## config.mk

```make
export PLATFORM = sky130hd
export DESIGN_NAME = cache_fill_ctrl
export DESIGN_NICKNAME = d
export VERILOG_FILES = /design/src/rtl/cache_fill_ctrl.sv
export SDC_FILE = /design/constraint.sdc
export NUM_CORES = 1
export LEC_CHECK = 0
export ABC_AREA = 1
export BUFFER_PORTS_ARGS = -buffer_cell sky130_fd_sc_hd__buf_4
export CORE_UTILIZATION = 39
export DETAILED_ROUTE_END_ITERATION = 6
export GPL_ROUTABILITY_DRIVEN = 1
export PLACE_DENSITY = 0.79
export SLEW_MARGIN = 20
export SYNTH_ARGS = -nofsm -noshare
export SYNTH_HDL_FRONTEND = slang
export SYNTH_SLANG_ARGS = --single-unit
```

## constraint.sdc

```tcl
create_clock -name clk -period 1.2 [get_ports clk]
set_input_delay 0.12 -clock clk [delete_from_list [all_inputs] [get_ports clk]]
set_output_delay 0.12 -clock clk [all_outputs]
set_load 0.02 [all_outputs]
```

## src/rtl/cache_fill_ctrl.sv

```systemverilog
// Cache miss handler: optional dirty-victim write-back, then line fill.
// Write-back path is built only when CACHE_FILL_WRITEBACK_EN is defined.
module cache_fill_ctrl #(
    parameter int ADDR_W         = 16,
    parameter int DATA_W         = 16,
    parameter int WORDS_PER_LINE = 8
) (
    input  logic                              clk,
    input  logic                              rst,
    input  logic                              miss_detected,
    input  logic [ADDR_W-1:0]                 miss_address,
    input  logic                              victim_dirty,
    input  logic [ADDR_W-1:0]                 victim_address,
    input  logic [DATA_W-1:0]                 evict_data,
    input  logic                              memory_data_valid,
    output logic                              fsm_busy,
    output logic                              write_data_array,
    output logic                              write_tag_array,
    output logic [$clog2(WORDS_PER_LINE)-1:0] fill_word,
    output logic                              mem_enable,
    output logic                              mem_wr,
    output logic [ADDR_W-1:0]                 memory_address,
    output logic [DATA_W-1:0]                 mem_wdata
);

    localparam int BPW   = DATA_W / 8;
    localparam int IDX_W = $clog2(WORDS_PER_LINE);
    localparam int OFF_W = $clog2(WORDS_PER_LINE * BPW);
    localparam int CNT_W = IDX_W + 1;

    localparam logic [CNT_W-1:0]  N_WORDS  = CNT_W'(WORDS_PER_LINE);
    localparam logic [CNT_W-1:0]  CNT_ONE  = CNT_W'(1);
    localparam logic [ADDR_W-1:0] OFF_MASK = ADDR_W'((1 << OFF_W) - 1);

    typedef enum logic [1:0] {
        IDLE  = 2'd0,
        EVICT = 2'd1,
        FILL  = 2'd2
    } state_t;

    state_t            state;
    logic [CNT_W-1:0]  issue_cnt;
    logic [CNT_W-1:0]  ret_cnt;
    logic [ADDR_W-1:0] line_base;
    logic [ADDR_W-1:0] miss_base;
    logic              issue_more;
    logic              ret_take;
    logic              last_ret;
    logic              dirty_miss;

    function automatic logic [ADDR_W-1:0] word_addr(
        input logic [ADDR_W-1:0] base,
        input logic [CNT_W-1:0]  idx
    );
        return base + ADDR_W'(idx) * ADDR_W'(BPW);
    endfunction

    assign miss_base  = miss_address & ~OFF_MASK;
    assign issue_more = (issue_cnt < N_WORDS);
    assign ret_take   = (state == FILL) && memory_data_valid
                        && (ret_cnt < N_WORDS);
    assign last_ret   = ret_take && (ret_cnt == N_WORDS - CNT_ONE);

`ifdef CACHE_FILL_WRITEBACK_EN
    logic [ADDR_W-1:0] victim_base;

    assign dirty_miss = victim_dirty;

    // Victim line base is captured with the miss so the bus value may change.
    always_ff @(posedge clk) begin
        if (rst) begin
            victim_base <= '0;
        end else if (state == IDLE && miss_detected) begin
            victim_base <= victim_address & ~OFF_MASK;
        end
    end
`else
    logic unused_victim;

    assign dirty_miss    = 1'b0;
    assign unused_victim = ^{victim_dirty, victim_address, evict_data};
`endif

    // State, counters and line base; counters saturate at WORDS_PER_LINE.
    always_ff @(posedge clk) begin
        if (rst) begin
            state     <= IDLE;
            issue_cnt <= '0;
            ret_cnt   <= '0;
            line_base <= '0;
        end else begin
            case (state)
                IDLE: begin
                    if (miss_detected) begin
                        line_base <= miss_base;
                        ret_cnt   <= '0;
                        if (dirty_miss) begin
                            issue_cnt <= '0;
                            state     <= EVICT;
                        end else begin
                            issue_cnt <= CNT_ONE;
                            state     <= FILL;
                        end
                    end
                end
`ifdef CACHE_FILL_WRITEBACK_EN
                EVICT: begin
                    if (issue_cnt == N_WORDS - CNT_ONE) begin
                        issue_cnt <= '0;
                        ret_cnt   <= '0;
                        state     <= FILL;
                    end else begin
                        issue_cnt <= issue_cnt + CNT_ONE;
                    end
                end
`endif
                FILL: begin
                    if (issue_more) issue_cnt <= issue_cnt + CNT_ONE;
                    if (ret_take) ret_cnt <= ret_cnt + CNT_ONE;
                    if (last_ret) state <= IDLE;
                end
                default: state <= IDLE;
            endcase
        end
    end

    // Bus and array controls; the miss cycle itself already stalls and issues.
    always_comb begin
        fsm_busy         = 1'b0;
        write_data_array = 1'b0;
        write_tag_array  = 1'b0;
        fill_word        = '0;
        mem_enable       = 1'b0;
        mem_wr           = 1'b0;
        memory_address   = '0;
        mem_wdata        = '0;
        case (state)
            IDLE: begin
                if (miss_detected) begin
                    fsm_busy = 1'b1;
                    if (!dirty_miss) begin
                        mem_enable     = 1'b1;
                        memory_address = miss_base;
                    end
                end
            end
`ifdef CACHE_FILL_WRITEBACK_EN
            EVICT: begin
                fsm_busy       = 1'b1;
                fill_word      = issue_cnt[IDX_W-1:0];
                mem_enable     = 1'b1;
                mem_wr         = 1'b1;
                memory_address = word_addr(victim_base, issue_cnt);
                mem_wdata      = evict_data;
            end
`endif
            FILL: begin
                fsm_busy = 1'b1;
                if (issue_more) begin
                    mem_enable     = 1'b1;
                    memory_address = word_addr(line_base, issue_cnt);
                end
                if (ret_take) begin
                    write_data_array = 1'b1;
                    fill_word        = ret_cnt[IDX_W-1:0];
                    write_tag_array  = last_ret;
                end
            end
            default: ;
        endcase
    end

endmodule

```

# Word level (Yosys, flattened, before mapping)
# Cells that the tools add are included.
totals:
  latch_bits: 0
  reg_bits: 22
  ramBits: 0
  in_bits: 53
  rom_bits: 0
  memories: 0
op_classes:
  reduce_logical: 9
  eq_ne: 6
  muxes: 22
  div: 0
  n_shift: 0
  add_sub_neg: 3
  mul: 0
  magnitude_cmp: 2
  n_bitwise: 0
op_table:
  columns: ["cell", "n"]
  rows:
  - ["16-bit 2-to-1 mux", 2]
  - ["16-bit one-hot mux with 2 select lines", 1]
  - ["16-bit by 5-bit adder with 16-bit output", 1]
  - ["4-bit 2-to-1 mux", 4]
  - ["4-bit one-hot mux with 2 select lines", 2]
  - ["4-bit by 1-bit adder with 4-bit output (second input constant)", 2]
  - ["4-bit < comparator (second input constant)", 2]
  - ["2-bit != test (second input constant)", 4]
  - ["1-bit 2-to-1 mux", 6]
  - ["3-bit 2-to-1 mux", 2]
  - ["3-bit AND reduction", 2]
  - ["4-bit by 3-bit == test with 1-bit output (second input constant)", 1]
  - ["2-bit 2-to-1 mux", 2]
  - ["1-bit one-hot mux with 2 select lines", 2]
  - ["2-bit one-hot mux with 2 select lines", 1]
  - ["2-bit AND reduction", 2]
  - ["1-bit logical AND", 3]
  - ["2-bit == test (second input constant)", 1]
  - ["2-bit zero test", 1]
  - ["2-bit nonzero test", 1]

# Depth between registers and ports, before layout
depth:
  word_depth: 6
  ltp_mapped: 7
  ltp_nobuf: 6

# Worst setup path before layout
# Ideal clock, no wire load.
synth_path:
  path_type: "register -> output"
  startpoint: "reg state[1]"
  endpoint: "out memory_address[13]"
  path_slack_ps: -47
  t_arrival_ps: 1127
  required_time_ps: 1080
  path_stages_with_launch: 5
  path_cell_list: "dfxtp_1 buf_6 nand2_4 buf_6 o21ai_0"
synth_via:
  elab_chain_cells: 2
  word_cells_on_any_way: 3
  cone_classes: "1 x eq/ne; 1 x mux; 1 x reduce/logical"
synth_lines:
  columns: ["item", "line", "text"]
  rows:
  - ["start, declared", "41", "state_t state;"]
  - ["start signal, assigned", "87", "state <= IDLE;"]
  - ["start signal, assigned", "99", "state <= EVICT;"]
  - ["start signal, assigned", "102", "state <= FILL;"]
  - ["2-bit == test or 2-bit zero test (tied branches)", "137", "case (state)"]
  - ["16-bit one-hot mux with 2 select lines *", "137", null]
  - ["end, declared", "22", "output logic [ADDR_W-1:0] memory_address,"]
# Every way passes the cells marked *; elsewhere a longest branch is shown, timed or not.

# Worst setup path after layout
layout_path:
  startpoint: "reg state[1]"
  endpoint: "out memory_address[11]"
# The elaborated chain is that of the path after synthesis.

==> results.py <==
metrics = {
    "cells_and_area": {
        "nNetsFinal": 267,
        "drive_gt1_share_pct": 56.9,
        "diodes": 0,
        "fin_util_pct": 67.0,
        "area_growth_pct": 58.1,
    },
    "sta": {
        "fin_crit_sh_pct": 113,
        "drv_slew": 0,
        "clock_skew_ns": 0.0124,
        "final-setup-viol-count": 24,
        "fin_ws_ns": -0.160,
        "fin_crit_ns": 1.36,
        "rsz0062_at_grt": "yes",
        "holdWs_ns": 0.0675,
        "hold_viol": 0,
        "max_freq_mhz": 735,
    },
    "status": {
        "outcome": "finished with violations",
        "violations": "design-rule violations, negative setup slack",
    },
    "power_and_ir_drop": {
        "power_density_nw_per_um2": 873,
        "vdd_drop_max_v": 0.000522,
        "p_leak_nw": 0.842,
        "report.power.total_mw": 1.67,
    },
    "route": {
        "routedWlPerCell_um": 11.8,
        "vias": 1125,
        "dr.pass1.iters": 7,
        "ant_nets": 0,
        "drt-initial-drc-count": 16,
        "drc_errors": 2,
        "drt-vias-per-instance": 4.65,
        "wirelength_um": 2870,
    },
    "setup_path": {
        "rrSetupSlack_ns": -0.03,
        "reg2reg_from": "state[1]",
        "cp_slowest_cell": "dfxtp_4",
        "r2r-end": "issue_cnt[2]",
        "reg2reg_depth": 7,
        "arrival_ns": 1.24,
        "crit_type": "flop to output pin",
        "cp_slowest_stage_delay_ns": 0.42,
        "cp_cell_sequence": "inv_6 -> nand2_8 -> clkinv_8 -> nand2_2 -> nand2_2 -> buf_6",
        "cp_num_buf_inv": 3,
        "cp.required_ns": 1.08,
        "start_kind": "flop",
        "worstPathMaxFanout": 6,
        "cp_common_cell": "nand2_2",
        "crit_family": "flip-flops",
        "end_kind": "output pin",
    },
    "floorplan": {
        "core_area_um2": 2850,
        "die_w_um": 57.7,
        "start_util_pct": 42.4,
        "die_y_um": 57.7,
        "fp-row-count": 19,
        "ioPinCount": 93,
        "die_area_um2": 3330,
    },
    "clocking": {
        "clkLatencyLatePin_ns": 0.30,
        "hold_buffers": 0,
        "cts_root_buf": "clkbuf_4",
        "h-tree-depth": 1,
        "cts_sinks": 21,
        "clk_pin_slew_ns": 0.13,
        "clockBufferDepth": 2,
        "cts_tree": "done",
        "cts_inserted_buffers": 3,
    },
    "placement": {
        "io_buffers": 37,
        "gp_congestion": 0.806,
        "hpwl_um": 1650,
    },
    "synthesis": {
        "synth_cell_type_count": 27,
        "yosys_warnings": 0,
        "synth-main-ff-cell": "dfxtp_1",
        "synth.most_common_cell": "nand2_1",
        "yosys-top-cells-count": "nand2_1 (27), dfxtp_1 (21), inv_1 (20), buf_4 (18), nor2_1 (12)",
        "synth_edf_count": 0,
        "yosys.area.top_type_share_pct": 34.8,
        "async_flop_share_pct": 0,
        "synthCells": 158,
        "avgSynthCellArea_um2": 7.65,
        "synth-seq-cells": 21,
        "synthesis.area_um2": 1210,
        "synth_seq_area_share_pct": 34.8,
        "synth_area_leaders": "dfxtp_1 (35%), buf_4 (11%), nand2_1 (8.4%)",
        "yosys.area.top_type": "dfxtp_1",
    },
    "worst_hold_path": {
        "holdPathEnd": "line_base[4]",
        "hold_class": "primary input to flop",
        "hp-start": "miss_address[4]",
        "hold_depth": 3,
    },
    "global_route": {
        "grt_overflow": 0,
        "grt_pass1_vias": 1014,
        "grt_use_total_pct": 17.6,
        "grt_pass1_wl_um": 4460,
        "antenna_found_initial": 0,
        "grt_start_max_net_pins": 17,
    },
    "run": {
        "drv_cap": 0,
    },
}
-- worst reg2reg max path: cells and delay by family (launching register included) --
kind | cells | cell delay, ns
flip-flops | 1 | 0.42
buffers and inverters | 3 | 0.32
AO/OA/AOI/OAI | 2 | 0.27
AND/OR/NAND/NOR | 2 | 0.18
-- worst max path at each step --
stage,startpoint,to,cells past startpoint
finish,state[1],memory_address[11],6
floorplan,state[1],memory_address[13],4
detailed placement,state[1],write_tag_array,4
global route,state[1],fill_word[0],4
global placement,state[1],write_tag_array,4
CTS,state[1],fill_word[1],4
-- per-stage QoR --
stage | cell area [um^2] | setup WS (ns) | cells | setup TNS [ns]
floorplan | 1270 | -0.0471 | 175 | -0.282
global placement | 1460 | -0.00707 | 227 | -0.00707
detailed placement | 1460 | -0.00607 | 227 | -0.00607
CTS | 1780 | -0.152 | 240 | -2.78
global route | 1910 | -0.227 | 242 | -4.73
finish | 1910 | -0.160 | 242 | -2.99
-- cells by family (layout without fill, tap and decap cells) --
family | Yosys count | after routing | synth area share (%)
compound gates | 29 | 29 | 14.3
fa+ha+maj | 2 | 2 | 2.07
buf+inv | 46 | 80 | 23.4
flops | 21 | 21 | 34.8
other cells | 1 | 18 | 0.310
simple gates | 59 | 61 | 25.2
-- placed cells by master (no fill, tap or decap), types with 5 or more instances in the layout --
cell type and count:
nand3_1 6, o22ai_1 5, nand2_1 9, dfxtp_1 18, buf_6 18, buf_4 32, nand2_2 16, nand2_4 9
conb_1 18, inv_1 18, a21oi_2 9
-- routing by layer --
metal / track usage, % / up-vias / part of all wire [%]
met5: 0 / - / 0
met4: 5.10 / 0 / 0.49
met3: 2.90 / 2 / 3.8
met2: 30.9 / 30 / 52
met1: 22.3 / 518 / 43
li1: - / 575 / -
-- registers in the layout (all words and copies together), names as in the netlist --
signal / flops
line_base: 12
issue_cnt: 4
ret_cnt: 4
state: 1
-- timing repair --
action,in CTS,in global routing
buffers inserted,6,2
pin swaps,3,12
endpoints found under the setup margin,23,30
resized for setup,64,32
gates cloned,3,0
-- cell type report --
| type | instances | area [um^2] |
|---|---|---|
| inverter | 22 | 105 |
| tap | 31 | 38.8 |
| clock inverter | 1 | 5.00 |
| sequential | 21 | 427 |
| fill | 228 | 942 |
| multi-input combinational | 110 | 798 |
| clock buffer | 3 | 22.5 |
| timing repair inverter | 1 | 16.3 |
| timing repair buffer | 53 | 498 |
-- report_power, final --
| group | switching (mW) | internal [mW] | total, mW |
|---|---|---|---|
| combinational | 0.327 | 0.242 | 0.569 |
| clock | 0.218 | 0.124 | 0.342 |
| sequential | 0.0258 | 0.732 | 0.758 |
| total | 0.570 | 1.10 | 1.67 |
(Power assumes the default switching activity.)
